===== src/rtl/nicnac16_pkg.sv =====
// Shared definitions for the NICNAC16 core: field widths, opcode map and
// the fetch-stage state encoding.
package nicnac16_pkg;

  localparam int ADDR_WIDTH   = 8;
  localparam int DATA_WIDTH   = 16;
  localparam int OPCODE_WIDTH = 4;

  typedef logic [OPCODE_WIDTH-1:0] opcode_t;

  // Control opcodes resolved inside the fetch stage.
  localparam opcode_t OP_HALT = 4'h0;
  localparam opcode_t OP_JMP  = 4'h1;

  // Remaining opcodes are executed downstream; fetch forwards them untouched.
  localparam opcode_t OP_LDI  = 4'h2;
  localparam opcode_t OP_LD   = 4'h3;
  localparam opcode_t OP_ADD  = 4'h4;
  localparam opcode_t OP_SUB  = 4'h5;
  localparam opcode_t OP_AND  = 4'h6;
  localparam opcode_t OP_OR   = 4'h7;
  localparam opcode_t OP_XOR  = 4'h8;
  localparam opcode_t OP_ST   = 4'h9;
  localparam opcode_t OP_BEQ  = 4'hA;
  localparam opcode_t OP_BNE  = 4'hB;
  localparam opcode_t OP_SHL  = 4'hC;
  localparam opcode_t OP_SHR  = 4'hD;
  localparam opcode_t OP_IN   = 4'hE;
  localparam opcode_t OP_OUT  = 4'hF;

  // Fetch stage state: actively fetching, or stopped on a HALT opcode.
  typedef enum logic {
    FETCH = 1'b0,
    HALT  = 1'b1
  } fetch_state_t;

endpackage


===== src/rtl/fetch_unit_pc_reg.sv =====
// Program counter register with a load port (redirect / jump target) that
// has priority over the sequential increment. Arithmetic wraps modulo
// 2^ADDR_WIDTH.
module pc_reg #(
  parameter int                    ADDR_WIDTH = 8,
  parameter logic [ADDR_WIDTH-1:0] RESET_PC   = {ADDR_WIDTH{1'b0}}
) (
  input  logic                  clk,
  input  logic                  reset,
  input  logic                  load,
  input  logic                  inc,
  input  logic [ADDR_WIDTH-1:0] load_pc,
  output logic [ADDR_WIDTH-1:0] pc
);

  // PC update: reset, then load, then increment, otherwise hold.
  always_ff @(posedge clk) begin
    if (reset) begin
      pc <= RESET_PC;
    end else if (load) begin
      pc <= load_pc;
    end else if (inc) begin
      pc <= pc + {{(ADDR_WIDTH-1){1'b0}}, 1'b1};
    end else begin
      pc <= pc;
    end
  end

endmodule


===== src/rtl/fetch_unit.sv =====
// NICNAC16 instruction fetch stage. Drives the combinational ROM from the
// PC, resolves JMP and HALT locally, and hands every other word to execute
// through a registered valid/ready instruction slot. A redirect from
// execute flushes the slot and reloads the PC.
module fetch_unit
  import nicnac16_pkg::*;
#(
  parameter int                    ADDR_WIDTH   = nicnac16_pkg::ADDR_WIDTH,
  parameter int                    DATA_WIDTH   = nicnac16_pkg::DATA_WIDTH,
  parameter int                    OPCODE_WIDTH = nicnac16_pkg::OPCODE_WIDTH,
  parameter logic [ADDR_WIDTH-1:0] RESET_PC     = {ADDR_WIDTH{1'b0}}
) (
  input  logic                  CLK,
  input  logic                  RESET,
  output logic [ADDR_WIDTH-1:0] ADDRESS,
  input  logic [DATA_WIDTH-1:0] VALUE,
  output logic [DATA_WIDTH-1:0] INSTR,
  output logic                  INSTR_VALID,
  input  logic                  INSTR_READY,
  input  logic                  REDIRECT,
  input  logic [ADDR_WIDTH-1:0] REDIRECT_PC,
  output logic                  HALTED
);

  fetch_state_t            state;
  logic [ADDR_WIDTH-1:0]   pc;
  logic [DATA_WIDTH-1:0]   instr_word;
  logic                    instr_pending;
  logic                    halted_flag;

  logic [OPCODE_WIDTH-1:0] opcode;
  logic                    is_jmp;
  logic                    is_halt;
  logic                    slot_free;
  logic                    pc_load;
  logic                    pc_inc;
  logic [ADDR_WIDTH-1:0]   pc_load_value;

  assign opcode    = VALUE[DATA_WIDTH-1 -: OPCODE_WIDTH];
  assign is_jmp    = (opcode == OPCODE_WIDTH'(OP_JMP));
  assign is_halt   = (opcode == OPCODE_WIDTH'(OP_HALT));
  // The slot can take a new word when it is empty or being drained now.
  assign slot_free = !instr_pending || INSTR_READY;

  // ADDRESS comes straight from the PC register, never from an input.
  assign ADDRESS     = pc;
  assign INSTR       = instr_word;
  assign INSTR_VALID = instr_pending;
  assign HALTED      = halted_flag;

  // Next-PC selection: redirect beats everything, then JMP target, then +1.
  always_comb begin
    pc_load       = 1'b0;
    pc_inc        = 1'b0;
    pc_load_value = REDIRECT_PC;
    case (state)
      FETCH: begin
        if (REDIRECT) begin
          pc_load       = 1'b1;
          pc_load_value = REDIRECT_PC;
        end else if (!slot_free) begin
          pc_load = 1'b0;
          pc_inc  = 1'b0;
        end else if (is_jmp) begin
          pc_load       = 1'b1;
          pc_load_value = VALUE[ADDR_WIDTH-1:0];
        end else if (is_halt) begin
          pc_load = 1'b0;
          pc_inc  = 1'b0;
        end else begin
          pc_inc = 1'b1;
        end
      end
      HALT: begin
        if (REDIRECT) begin
          pc_load       = 1'b1;
          pc_load_value = REDIRECT_PC;
        end else begin
          pc_load = 1'b0;
          pc_inc  = 1'b0;
        end
      end
      default: begin
        pc_load = 1'b0;
        pc_inc  = 1'b0;
      end
    endcase
  end

  pc_reg #(
    .ADDR_WIDTH (ADDR_WIDTH),
    .RESET_PC   (RESET_PC)
  ) u_pc_reg (
    .clk     (CLK),
    .reset   (RESET),
    .load    (pc_load),
    .inc     (pc_inc),
    .load_pc (pc_load_value),
    .pc      (pc)
  );

  // Fetch FSM with registered instruction slot and HALTED flag.
  always_ff @(posedge CLK) begin
    if (RESET) begin
      state         <= FETCH;
      instr_word    <= {DATA_WIDTH{1'b0}};
      instr_pending <= 1'b0;
      halted_flag   <= 1'b0;
    end else begin
      case (state)
        FETCH: begin
          if (REDIRECT) begin
            // Flush wins over a simultaneous handshake.
            instr_pending <= 1'b0;
          end else if (!slot_free) begin
            instr_pending <= instr_pending;
            instr_word    <= instr_word;
          end else if (is_jmp) begin
            // Jumps are consumed here: a one-cycle bubble, nothing issued.
            if (INSTR_READY) begin
              instr_pending <= 1'b0;
            end
          end else if (is_halt) begin
            if (INSTR_READY) begin
              instr_pending <= 1'b0;
            end
            state       <= HALT;
            halted_flag <= 1'b1;
          end else begin
            instr_word    <= VALUE;
            instr_pending <= 1'b1;
          end
        end
        HALT: begin
          if (REDIRECT) begin
            instr_pending <= 1'b0;
            halted_flag   <= 1'b0;
            state         <= FETCH;
          end else if (INSTR_READY) begin
            instr_pending <= 1'b0;
          end else begin
            instr_pending <= instr_pending;
          end
        end
        default: begin
          state         <= FETCH;
          instr_pending <= 1'b0;
          halted_flag   <= 1'b0;
        end
      endcase
    end
  end

endmodule


===== config.mk =====
export PLATFORM = sky130hd
export DESIGN_NAME = fetch_unit
export DESIGN_NICKNAME = d
export VERILOG_FILES = /design/src/rtl/nicnac16_pkg.sv /design/src/rtl/fetch_unit_pc_reg.sv /design/src/rtl/fetch_unit.sv
export SDC_FILE = /design/constraint.sdc
export NUM_CORES = 1
export LEC_CHECK = 0
export ABC_CLOCK_PERIOD_IN_PS = 3120
export CAP_MARGIN = 10
export CELL_PAD_IN_SITES_DETAIL_PLACEMENT = 0
export CELL_PAD_IN_SITES_GLOBAL_PLACEMENT = 1
export CORE_UTILIZATION = 33
export CTS_CLUSTER_SIZE = 14
export DETAILED_ROUTE_END_ITERATION = 7
export PLACE_DENSITY = 0.95
export SYNTH_ARGS = -nofsm -noshare
export SYNTH_HDL_FRONTEND = slang
export SYNTH_SLANG_ARGS = --single-unit

===== constraint.sdc =====
create_clock -name CLK -period 3.12 [get_ports CLK]
set_clock_uncertainty 0.2 [all_clocks]
set_input_delay 0.936 -clock CLK [delete_from_list [all_inputs] [get_ports CLK]]
set_output_delay 0.936 -clock CLK [all_outputs]
set_load 0.01 [all_outputs]

# Word level (Yosys, flattened, before mapping)

Index checks and enable logic that the tools add are counted.

Output and inout port bits: 26
Word-level logic and storage cells: 58
Bits of input ports: 28
Flip-flop bits (word level): 27

Reductions and logical operators: 6
Equal/unequal tests: 7
Multiplexer cells: 35
Bitwise operators: 4
Add/sub/neg operators: 1

Operators by type and width:

| operator                                             | count |
|---|---|
| 2-to-1 mux 8 bit                                     | 5 |
| 2-to-1 mux 1 bit                                     | 24 |
| one-hot mux 8 bit (2 select lines)                   | 1 |
| != test 2 bit (second input constant)                | 5 |
| one-hot mux 1 bit (2 select lines)                   | 5 |
| AND reduction 5 bit                                  | 2 |
| adder 8 x 1 -> 8 bit (second input constant)         | 1 |
| equality test 4 x 1 -> 1 bit (second input constant) | 1 |
| zero test 4 bit                                      | 1 |
| inverter 1 bit                                       | 4 |
| != test 3 bit (second input constant)                | 1 |
| nonzero test 2 bit                                   | 1 |
| zero test 1 bit                                      | 1 |
| logical OR 1 bit                                     | 1 |

# Longest topological paths before layout

Word-level depth: 8
Depth in mapped cells: 7
Depth with buffers taken out: 6

# Cells and area by module

From an unflattened synthesis, not the netlist that was laid out.

Cell total of the unflattened synthesis: 151
Area total of the unflattened synthesis: 1467.7 um^2

By module, submodules not included:

| module     | seq. area each (um^2) | area each (um^2) | instances | cells an instance |
|---|---|---|---|---|
| fetch_unit | 380.4                 | 1003.5           | 1         | 98 |
| pc_reg     | 160.2                 | 464.2            | 1         | 53 |

# Worst setup path after synthesis

Ideal clock, no wire load.

Kind: input port to flip-flop
Start point: input REDIRECT
End point: register instr_word[13] (netlist: INSTR[13])
Arrival: 1.906 ns
Buffers on the path: 2
Data required time: 2.792 ns
Stages on the path: 6
Library setup time: 0.128 ns
Slack: 0.886 ns
Cell sequence: clkbuf_1 nor3_2 nand2_2 buf_4 a22oi_1 nor2_1

Word-level cells in the longest chain between the ends: 2

RTL lines:

| element                              | RTL line          | text |
|---|---|---|
| start: declaration                   | fetch_unit.sv:20  | `input logic REDIRECT,` |
| inverter 1 bit (no source line)      | n/a               |  |
| AND reduction 5 bit (no source line) | n/a               |  |
| end signal: assignment               | fetch_unit.sv:106 | `instr_word <= {DATA_WIDTH{1'b0}};` |
| end signal: assignment               | fetch_unit.sv:117 | `instr_word <= instr_word;` |
| end: declaration                     | fetch_unit.sv:27  | `logic [DATA_WIDTH-1:0] instr_word;` |

Every way passes these cells.
A chain may end at the register's enable or synchronous reset.

# Worst setup path after layout

Start point: input VALUE[13]
End point: register u_pc_reg.pc[5]

Word-level cells in the longest chain between the ends: 7
Elaborated cells on any way between the ends: 17
Those cells by class: eq/ne: 1; mux: 14; reduce/logical: 2

RTL lines:

| element                             | RTL line                | text |
|---|---|---|
| start: declaration                  | fetch_unit.sv:16        | `input logic [DATA_WIDTH-1:0] VALUE,` |
| zero test 4 bit                     | fetch_unit.sv:41        | `assign is_halt = (opcode == OPCODE_WIDTH'(OP_HALT));` |
| 2-to-1 mux 1 bit                    | fetch_unit.sv:67        | `end else if (is_halt) begin` |
| 2-to-1 mux 1 bit                    | fetch_unit.sv:64        | `end else if (is_jmp) begin` |
| 2-to-1 mux 1 bit                    | fetch_unit.sv:61        | `end else if (!slot_free) begin` |
| 2-to-1 mux 1 bit                    | fetch_unit.sv:58        | `if (REDIRECT) begin` |
| one-hot mux 1 bit (2 select lines)  | fetch_unit.sv:56        | `case (state)` |
| nonzero test 2 bit (no source line) | n/a                     |  |
| end signal: assignment              | fetch_unit_pc_reg.sv:21 | `pc <= load_pc;` |
| end signal: assignment              | fetch_unit_pc_reg.sv:23 | `pc <= pc + {{(ADDR_WIDTH-1){1'b0}}, 1'b1};` |
| end signal: assignment              | fetch_unit_pc_reg.sv:25 | `pc <= pc;` |
| end: declaration                    | fetch_unit_pc_reg.sv:13 | `output logic [ADDR_WIDTH-1:0] pc` |

Several ways; a longest one is shown, not always the timed one.

==> reports/results.md <==
| Item | Value |
|---|---|
| Outcome | finished clean |
| Post-CTS setup buffers | 0 |
| Top FF cell, synth | dfxtp_1 |
| Detailed-router iteration count before antenna repair | 4 |
| Post-CTS Hold Fix Bufs | 0 |
| Setup TNS | 0 ps |
| Clock buffer count from CTS | 3 |
| Area of the die | 4406 um^2 |
| Number of hold-slack violations in the final timing report | 0 |
| Instance count of the mapped netlist | 171 |
| Average wire length per cell after detail routing | 13.43 um |
| Worst IR drop on VDD | 0.2563 mV |
| Number of remaining DRC errors | 0 |
| Routed via count | 1,397 |
| Final Cycle Share | 83.57% |
| Final Critical Period | 2607 ps |
| Total length of routed met3 wires | 191 um |
| Post-DP HPWL | 2724 um |
| Post-route ant nets | 0 |
| Leading cell types in the layout, fill and taps excluded | 53 x clkdlybuf4s50_1, 32 x nand2_1, 27 x dfxtp_1 |
| Top routing layer in use | met4 |
| Vias in the first global route | 1,197 |
| Worst setup EP type | register |
| Synthesized area | 1368 um^2 |
| Avg Synthesized Cell Area | 7.997 um^2 |
| Power density normalized to cell area | 390.8 nW/um^2 |
| # Max-Cap Violations | 0 |
| Metal1 wirelength | 1756 um |
| Startpoint type of the worst setup path | input pin |
| Initial Util | 34.19% |
| Chip Width | 66.38 um |
| Final Wtd Congestion | 0.8302 |
| CTS sink count | 27 |
| Number of input and output port buffers inserted | 53 |
| Metal2 WL | 1713 um |
| Top cell family by delay on the critical path | simple AND/OR/NAND/NOR gates |
| Final global-route overflow total | 0 |
| Clock Tree Buf Depth | 2 |
| Delay of the slowest critical-path stage | 590 ps |
| Cell-by-cell listing of the critical path | clkdlybuf4s50_1 > or3_1 > a41oi_2 > o21ai_1 > a221oi_2 |
| Antenna violations before repair | 0 |
| Library cells used by synthesis | 43 |
| Global-route usage over all layers | 16.83% |
| Number of synthesized register bits | 27 |
| Worst-path fanout max | 10 |
| Sequential cell area fraction in the yosys report | 39.52% |
| Die H | 66.38 um |
| Most common cell after layout, fill and taps aside | clkdlybuf4s50_1 |
| Syn nets | 200 |
| Crit Path Category | in2reg |
| Data required time at the worst endpoint | 3110 ps |
| Worst Path Arrival | 2600 ps |
| Number of filler cells placed in the layout | 407 |
| Clock insertion delay at the later pin of the skew report | 270 ps |
| Transition time at the pin with the least slew margin | 440.7 ps |
| Hold WC Path Type | reg2reg |
| Min setup slack post-route | 512.5 ps |
| Number of flip-flops in the largest register | 16 |
| Wire length of the first global-routing pass | 5685 um |
| Root Driver | clkbuf_8 |
| # IOs | 54 |
| Timing-limited maximum frequency | 383.5 MHz |
| Number of inserted diodes | 0 |
| Clock-pin slew of the registers on the worst-case setup and hold paths | 90 ps |
| Post-synth EDFFs | 0 |
| Yosys synthesis warning count | 0 |
| Max Transition Viols Final | 0 |
| Largest net degree at the start of global routing | 17 |
| Number of instances in the placed design | 270 |
| Placeable core region | 4000 um^2 |
| Setup repair after global routing missed its margin | false |
| Fraction of layout cells with a size suffix above 1 | 9.821% |
| Site Rows | 23 |
| Setup violations, final | 0 |
| H-tree Lvls | 1 |
| Clock tree from TritonCTS | done |
| Layout overhead on the synthesized area | 45.75% |
| Remaining max-slew budget at the tightest pin | 70.52% |
| Non-filler instance count after layout | 274 |
| Worst path buffer plus inverter count | 1 |
| Drt total wl | 3679 um |
| Drt first-iter violations | 89 |
| Async S/R FF share, synth | 0% |
| Critical-path top delay cell | or3_1 |
| Standby leakage power | 0.0007434 uW |
| NumNets Final | 254 |
| Number of cells upsized or downsized after cts | 0 |
| Pre-CTS worst setup slack | 248.2 ps |
| Detailed-route vias per instance | 5.099 |
## report_power, final
group	switching, uW	internal (uW)	total, uW	leakage (uW)
clock network	108	89.5	198	0.0000255
logic	86.6	106	193	0.000495
registers	21.2	367	388	0.000222
## metal layers
layer  GRT usage (%)  up-vias
li1                -      710
met1           22.57      648
met2           27.81       37
met3           3.966        2
met4           2.394        0
met5               0        -
## worst register-to-register path: stages, from the launching register on
cell and delay, ps:
dfxtp_1 320, nor2b_1 120, buf_4 160, nor2_1 300
o21ai_2 110, a221oi_1 350, a221oi_2 100
## cell type report
type                       count  area, um^2  area share, %
tap                           50       62.56          3.139
sequential                    27       540.5          27.12
clock buffer                   3       41.29          2.072
inverter                       6       22.52          1.130
clock inverter                 1       5.005         0.2511
multi-input combinational    127       738.2          37.04
timing repair buffer          60       583.1          29.25
## worst paths after layout
| check | startpoint | endpoint | slack [ps] | depth (start not counted) |
|---|---|---|---|---|
| max | VALUE[13] | u_pc_reg.pc[5]$_SDFFE_PP0P_ | 510 | 5 |
| min | INSTR[9]$_SDFFE_PP0P_ | INSTR[9]$_SDFFE_PP0P_ | 260 | 2 |
| max reg2reg | INSTR_VALID$_SDFFE_PP0P_ | u_pc_reg.pc[2]$_SDFFE_PP0P_ | 1360 | 6 |
| min reg2reg | INSTR[9]$_SDFFE_PP0P_ | INSTR[9]$_SDFFE_PP0P_ | 260 | 2 |
## cell families (layout without fill, tap and decap cells)
kind of cell / after synthesis / in the layout / synth area share [%]
AND/OR/NAND/NOR: 76 / 76 / 27.54
AO/OA/AOI/OAI: 47 / 47 / 23.42
buffers and inverters: 17 / 70 / 6.496
flip-flops: 27 / 27 / 39.52
multiplexers: 2 / 2 / 1.464
XOR/XNOR: 1 / 1 / 0.6406
adder cells (fa/ha/maj): 1 / 1 / 0.9148
## cells in the mapped netlist, types with 2 or more instances
cell	instances	area (um^2)
clkbuf_1	5	18.77
nor3_2	2	20.02
buf_6	2	22.52
buf_4	2	15.01
nand3_1	5	25.02
nor2_1	14	52.55
nand2_1	32	120.1
nor3_1	8	40.04
a221oi_2	2	30.03
a22oi_1	5	37.54
nor2b_1	2	12.51
nor4_1	2	12.51
o21ai_0	6	30.03
dfxtp_1	27	540.5
buf_2	2	10.01
inv_1	6	22.52
mux2i_1	2	20.02
o22ai_1	2	12.51
o21a_1	3	22.52
a21oi_1	19	95.09
## through the flow
stage | total power [uW] | hold WS (ps) | utilization (%) | cell area (um^2)
6_report | 778.9 | 259.6 | 49.83 | 1993
5_1_grt | 818.7 | 283.0 | 49.83 | 1993
4_1_cts | 784.8 | 262.4 | 49.83 | 1993
3_5_place_dp | 588.8 | 249.0 | 48.67 | 1947
3_3_place_gp | 587.4 | 242.5 | 48.67 | 1947
2_1_floorplan | 485.5 | 280.5 | - | 1368
Note: power is estimated with default switching activity, not from simulation.
